`src/rtl/frame_byte_reader.sv`:
```
// -----------------------------------------------------------------------------
// frame_byte_reader
//
// Reads back a captured frame from SRAM. It fetches 16-bit words at
// consecutive word addresses starting from base_addr and unpacks each word
// into two bytes, low byte first. This matches the packing used by the
// capture writer. The bytes are streamed downstream over a valid/ready
// handshake. Readout stops after both bytes of the end-of-image word have
// been sent.
//
// Ports
//   clk         in   1   system clock, rising edge
//   reset       in   1   synchronous, active-high
//   start       in   1   level, sampled only while idle; begins a readout
//   base_addr   in  16   first SRAM word address, latched on start
//   sram_ready  in   1   SRAM controller idle/done
//   sram_rdata  in  16   read data, valid when sram_ready rises after a request
//   sram_addr   out 16   SRAM word address
//   sram_we     out  1   tied high (this block only reads)
//   sram_start  out  1   active-low one-cycle request strobe
//   byte_data   out  8   output byte
//   byte_valid  out  1   byte_data valid
//   byte_ready  in   1   downstream accepts the byte
//   busy        out  1   high whenever not idle
//   frame_done  out  1   one-cycle pulse after the last EOI byte is taken
//   error       out  1   sticky timeout / word-overrun flag
// -----------------------------------------------------------------------------
module frame_byte_reader #(
  parameter logic [15:0] EOI_WORD  = 16'hFFD9,
  parameter int          MAX_WORDS = 32768,
  parameter int          TIMEOUT   = 255
) (
  input  logic        clk,
  input  logic        reset,
  input  logic        start,
  input  logic [15:0] base_addr,
  input  logic        sram_ready,
  input  logic [15:0] sram_rdata,
  output logic [15:0] sram_addr,
  output logic        sram_we,
  output logic        sram_start,
  output logic [7:0]  byte_data,
  output logic        byte_valid,
  input  logic        byte_ready,
  output logic        busy,
  output logic        frame_done,
  output logic        error
);

  localparam logic [2:0] ST_IDLE      = 3'd0;
  localparam logic [2:0] ST_REQ       = 3'd1;
  localparam logic [2:0] ST_WAIT_BUSY = 3'd2;
  localparam logic [2:0] ST_WAIT_DONE = 3'd3;
  localparam logic [2:0] ST_SEND_LO   = 3'd4;
  localparam logic [2:0] ST_SEND_HI   = 3'd5;
  localparam logic [2:0] ST_NEXT      = 3'd6;
  localparam logic [2:0] ST_DONE      = 3'd7;

  localparam int         CW        = $clog2(MAX_WORDS + 1);
  localparam logic [CW-1:0] CNT_MAX = CW'(MAX_WORDS);
  // The wait counter starts at 0 on entry to a wait state. When it reaches
  // this value, the state has already lasted TIMEOUT cycles.
  localparam logic [7:0] WAIT_LAST = 8'(TIMEOUT - 1);

  logic [2:0]    state_q, state_d;
  logic [15:0]   addr_q, addr_d;
  logic [15:0]   word_q, word_d;
  logic [CW-1:0] cnt_q, cnt_d;
  logic [7:0]    wait_q, wait_d;
  logic          error_q, error_d;
  logic [CW-1:0] cnt_inc;

  assign cnt_inc = cnt_q + CW'(1);

  always_comb begin
    state_d = state_q;
    addr_d  = addr_q;
    word_d  = word_q;
    cnt_d   = cnt_q;
    wait_d  = wait_q;
    error_d = error_q;
    case (state_q)
      ST_IDLE: begin
        if (start) begin
          addr_d  = base_addr;
          cnt_d   = '0;
          error_d = 1'b0;
          state_d = ST_REQ;
        end
      end
      ST_REQ: begin
        wait_d  = '0;
        state_d = ST_WAIT_BUSY;
      end
      ST_WAIT_BUSY: begin
        // The controller must first drop ready. This shows that it accepted
        // the request, so a ready left over from the previous access is
        // never mistaken for completion.
        if (!sram_ready) begin
          wait_d  = '0;
          state_d = ST_WAIT_DONE;
        end else if (wait_q == WAIT_LAST) begin
          error_d = 1'b1;
          state_d = ST_IDLE;
        end else begin
          wait_d = wait_q + 8'd1;
        end
      end
      ST_WAIT_DONE: begin
        if (sram_ready) begin
          word_d  = sram_rdata;
          state_d = ST_SEND_LO;
        end else if (wait_q == WAIT_LAST) begin
          error_d = 1'b1;
          state_d = ST_IDLE;
        end else begin
          wait_d = wait_q + 8'd1;
        end
      end
      ST_SEND_LO: begin
        if (byte_ready) state_d = ST_SEND_HI;
      end
      ST_SEND_HI: begin
        if (byte_ready) state_d = (word_q == EOI_WORD) ? ST_DONE : ST_NEXT;
      end
      ST_NEXT: begin
        addr_d = addr_q + 16'd1;
        cnt_d  = cnt_inc;
        if (cnt_inc == CNT_MAX) begin
          error_d = 1'b1;
          state_d = ST_IDLE;
        end else begin
          state_d = ST_REQ;
        end
      end
      ST_DONE: begin
        state_d = ST_IDLE;
      end
      default: begin
        state_d = ST_IDLE;
      end
    endcase
  end

  always_ff @(posedge clk) begin
    if (reset) begin
      state_q <= ST_IDLE;
      addr_q  <= '0;
      word_q  <= '0;
      cnt_q   <= '0;
      wait_q  <= '0;
      error_q <= 1'b0;
    end else begin
      state_q <= state_d;
      addr_q  <= addr_d;
      word_q  <= word_d;
      cnt_q   <= cnt_d;
      wait_q  <= wait_d;
      error_q <= error_d;
    end
  end

  // The outputs are decoded from the registered state, so they are glitch-free
  // and return to their idle values in the cycle after reset.
  assign sram_addr  = addr_q;
  assign sram_we    = 1'b1;
  assign sram_start = (state_q != ST_REQ);
  assign byte_valid = (state_q == ST_SEND_LO) || (state_q == ST_SEND_HI);
  assign byte_data  = (state_q == ST_SEND_LO) ? word_q[7:0]  :
                      (state_q == ST_SEND_HI) ? word_q[15:8] : 8'h00;
  assign busy       = (state_q != ST_IDLE);
  assign frame_done = (state_q == ST_DONE);
  assign error      = error_q;

endmodule

```
`config.mk`:
```
export PLATFORM = sky130hd
export DESIGN_NAME = frame_byte_reader
export DESIGN_NICKNAME = d
export VERILOG_FILES = /design/src/rtl/frame_byte_reader.sv
export SDC_FILE = /design/constraint.sdc
export NUM_CORES = 1
export LEC_CHECK = 0
export ABC_AREA = 1
export ABC_CLOCK_PERIOD_IN_PS = 2000
export CORE_ASPECT_RATIO = 1.25
export CORE_MARGIN = 2
export CORE_UTILIZATION = 45
export CTS_BUF_LIST = sky130_fd_sc_hd__clkbuf_2 sky130_fd_sc_hd__clkbuf_4 sky130_fd_sc_hd__clkbuf_8
export CTS_CLUSTER_DIAMETER = 200
export DETAILED_ROUTE_END_ITERATION = 8
export PLACE_DENSITY = 0.8
export SYNTH_ARGS = -nofsm -noshare
export SYNTH_HDL_FRONTEND = slang
export SYNTH_SLANG_ARGS = --single-unit
```
`constraint.sdc`:
```
create_clock -name clk -period 2 [get_ports clk]
set_clock_uncertainty 0.2 [all_clocks]
set_input_delay 0.3 -clock clk [delete_from_list [all_inputs] [get_ports clk]]
set_output_delay 0.3 -clock clk [all_outputs]
set_load 0.02 [all_outputs]
```
==> metrics.md <==
| Metric | Value |
|---|---|
| Status | finished clean |
| Final estimated routing congestion in global placement | 0.908 |
| Inserted Diodes | 0 |
| Synth Cell Area | 3400 um^2 |
| Dpl cells | 680 |
| CP startpoint kind | register |
| Min cycle time layout | 1.95 ns |
| Leakage power | 1.71 nW |
| Sequential Power Share | 37.9% |
| Drt initial violations | 260 |
| Worst vdd ir | 569 uV |
| I/O pin cnt | 67 |
| TritonCTS clock tree | built |
| Worst hold path type | reg -> reg |
| Post-Layout Cell Count | 697 |
| Total Wirelength | 9260 um |
| Largest net degree at the start of global routing | 24 |
| Final WS setup | 0.0461 ns |
| Share of layout cells above drive strength 1 | 16.9% |
| Post-route ant nets | 0 |
| Gr ovfl total | 0 |
| Later-pin clock latency in the skew report | 0.35 ns |
| Slew Limit Fails | 0 |
| Slowest cell delay on critical path | 0.60 ns |
| Critical-path top delay cell | clkdlybuf4s50_1 |
| Max-cap violations | 0 |
| Setup violations, final | 0 |
| Synthesized area per cell | 6.64 um^2 |
| Post-synthesis mux area share | 0% |
| Compound-cell area share of the yosys netlist | 20.3% |
| Final #Nets | 642 |
| Worst Path Class, Setup | reg -> out |
| FMAX | 0.512 GHz |
| Syn-to-layout area delta | 33.4% |
| Post-synth EDFFs | 0 |
| CP delay by family, top | buffers and inverters |
| Netlist cell types | 42 |
| Pre-CTS setup slack | -0.00975 ns |
| Power per Cell Area | 826 nW/um^2 |
| Max clock buf depth | 2 |
| Cell-internal power | 2.51 mW |
| H-tree depth | 3 |
| YS warnings | 0 |
| Port bufs | 65 |
| Largest family of logic cells by synthesized area | simple AND/OR/NAND/NOR gates |
| Tot GR Track Use | 23.3% |
| Clock transition at path regs | 0.06 ns |
| DR WL/cell | 13.3 um |
| Most frequent cell after synthesis | nand2_1 |
| Root buffer cell | clkbuf_8 |
| Top-area cell type share of the netlist area | 35.3% |
| Design Area, Final | 4530 um^2 |
| Vias per cell | 5.40 |
| DR vias | 3765 |
| Crit path buffers/inverters | 2 |
| RSZ-0062 raised after global routing | yes |
| Post-Synth Simple-Gate Area | 30.8% |
| Yosys top cell by area | dfxtp_1 |
| Synth Area in Adders | 1.84% |
| DRT Pass-1 Iters | 5 |
| Post-synthesis async set-or-reset flop share | 0% |
| Global-route wire length before repair | 15200 um |
| Cell chain of the critical path | buf_4 > clkdlybuf4s50_1 |
| Placed cell areas | 4300 um^2 |
| Synth Area in XOR/XNOR | 1.80% |
| Total Power | 3.74 mW |
| WP data arrival | 1.45 ns |
| Top post-synthesis cells by count | nand2_1, dfxtp_1, inv_1, a21oi_1, o21ai_0 |
| Initial Utilization | 46.2% |
| Vias in the first global route | 3478 |
| DIE AREA | 8270 um^2 |
| Ys flop type | dfxtp_1 |
| # fillers | 686 |
| Critical path endpoint category | output port |
| Hold Vio Cnt, Final | 0 |
| Clock power share | 32.0% |
| Logic pwr share | 30.1% |
| Worst path required time | 1.50 ns |
| Core footprint | 7360 um^2 |
| Net Sw Frac | 33.1% |
| CTS Sinks | 60 |
| Hold buffer count at CTS | 0 |
| Sw power | 1.24 mW |
| DRC errors left | 0 |
| Final Core Density | 61.6% |
| Top cells by area, synth | dfxtp_1, nand2_1, a21oi_1 |
| Die Span Y | 101 um |
| FF+latch count, synth | 60 |
| Post-Syn Nets | 554 |
| DP HPWL | 6730 um |
| Die Width | 81.7 um |
| CP Max Fanout | 4 |
| Post-Syn Instances | 512 |
| Rows | 35 |
| Final worst path period share | 97.7% |
| Post-synthesis sequential area ratio | 35.3% |
| Initial antenna violation count | 0 |
| Cts bufs inserted | 9 |
[per-layer routing]
layer	global-route usage, %	vias to the layer above	wire length [um]
met2	39.6	105	4640
met1	28.2	1764	3950
met4	9.49	0	173
li1	-	1881	-
met5	0	-	0
met3	5.35	15	496
[stage by stage]
stage | hold slack (ns) | setup TNS [ns]
floorplan | 0.245 | 0
global placement | 0.255 | 0
detailed placement | 0.266 | -0.0165
CTS | 0.275 | 0
global route | 0.306 | -0.0533
finish | 0.279 | 0
[layout make-up]
class                      count  area (um^2)  area share [%]
multi-input combinational    369         1910            42.1
sequential                    60         1210            26.7
timing repair buffer          93          823            18.2
inverter                      67          253            5.57
clock buffer                  13          179            3.95
tap                           92          115            2.54
clock inverter                 3         42.5           0.938
[path summary, 6_finish.rpt]
kind / slack (ns) / endpoint / cells after the start / start
max: 0.05 / sram_addr[3] / 2 / sram_addr[3]
min: 0.28 / word_q[3] / 2 / word_q[3]
max reg2reg: 0.10 / error / 12 / cnt_q[0]
min reg2reg: 0.28 / word_q[3] / 2 / word_q[3]
[placed cells by master (no fill, tap or decap), types with 6 or more instances in the layout]
master / n
inv_1: 56
nand3_1: 23
o21ai_0: 37
nor2_1: 29
nand2_1: 129
buf_4: 27
buf_2: 8
dfxtp_1: 52
clkdlybuf4s50_1: 53
nor2_2: 9
clkbuf_8: 13
inv_2: 10
dfxtp_2: 8
a31oi_1: 7
nand4_1: 12
o22ai_1: 8
nor3_1: 6
a21oi_1: 54
[repair_timing]
| action | CTS | global route |
|---|---|---|
| buffers inserted | 0 | 1 |
| pin swaps | 0 | 3 |
| gates resized for setup | 41 | 25 |
| endpoints found under the setup margin | 12 | 8 |
| hold endpoints to repair | 0 | 0 |
| cloned | 0 | 0 |
[flip-flops by register name, summed over array words and instances (netlist names)]
signal     flops
sram_addr     16
error          1
wait_q         8
state_q        3
cnt_q         16
word_q        16
[worst min-delay path: cells and delay by family, from the launching register on]
family / cells / cell delay (ns)
flops: 1 / 0.31
compound gates: 1 / 0.06
buf+inv: 1 / 0.07
[power by group through the flow]
stage	Sequential [mW]	Combinational, mW	Clock, mW
3_3_place_gp	1.43	1.10	0
4_1_cts	1.41	1.13	1.22
2_1_floorplan	1.50	0.553	0
5_1_grt	1.43	1.23	1.26
6_report	1.42	1.13	1.20
3_5_place_dp	1.43	1.13	0
[logic make-up after synthesis]
group	after synthesis
compound gates	124
xor+xnor	7
fa+ha+maj	5
buf+inv	83
flops	60
other cells	1
simple gates	232
(Power assumes the default switching activity.)
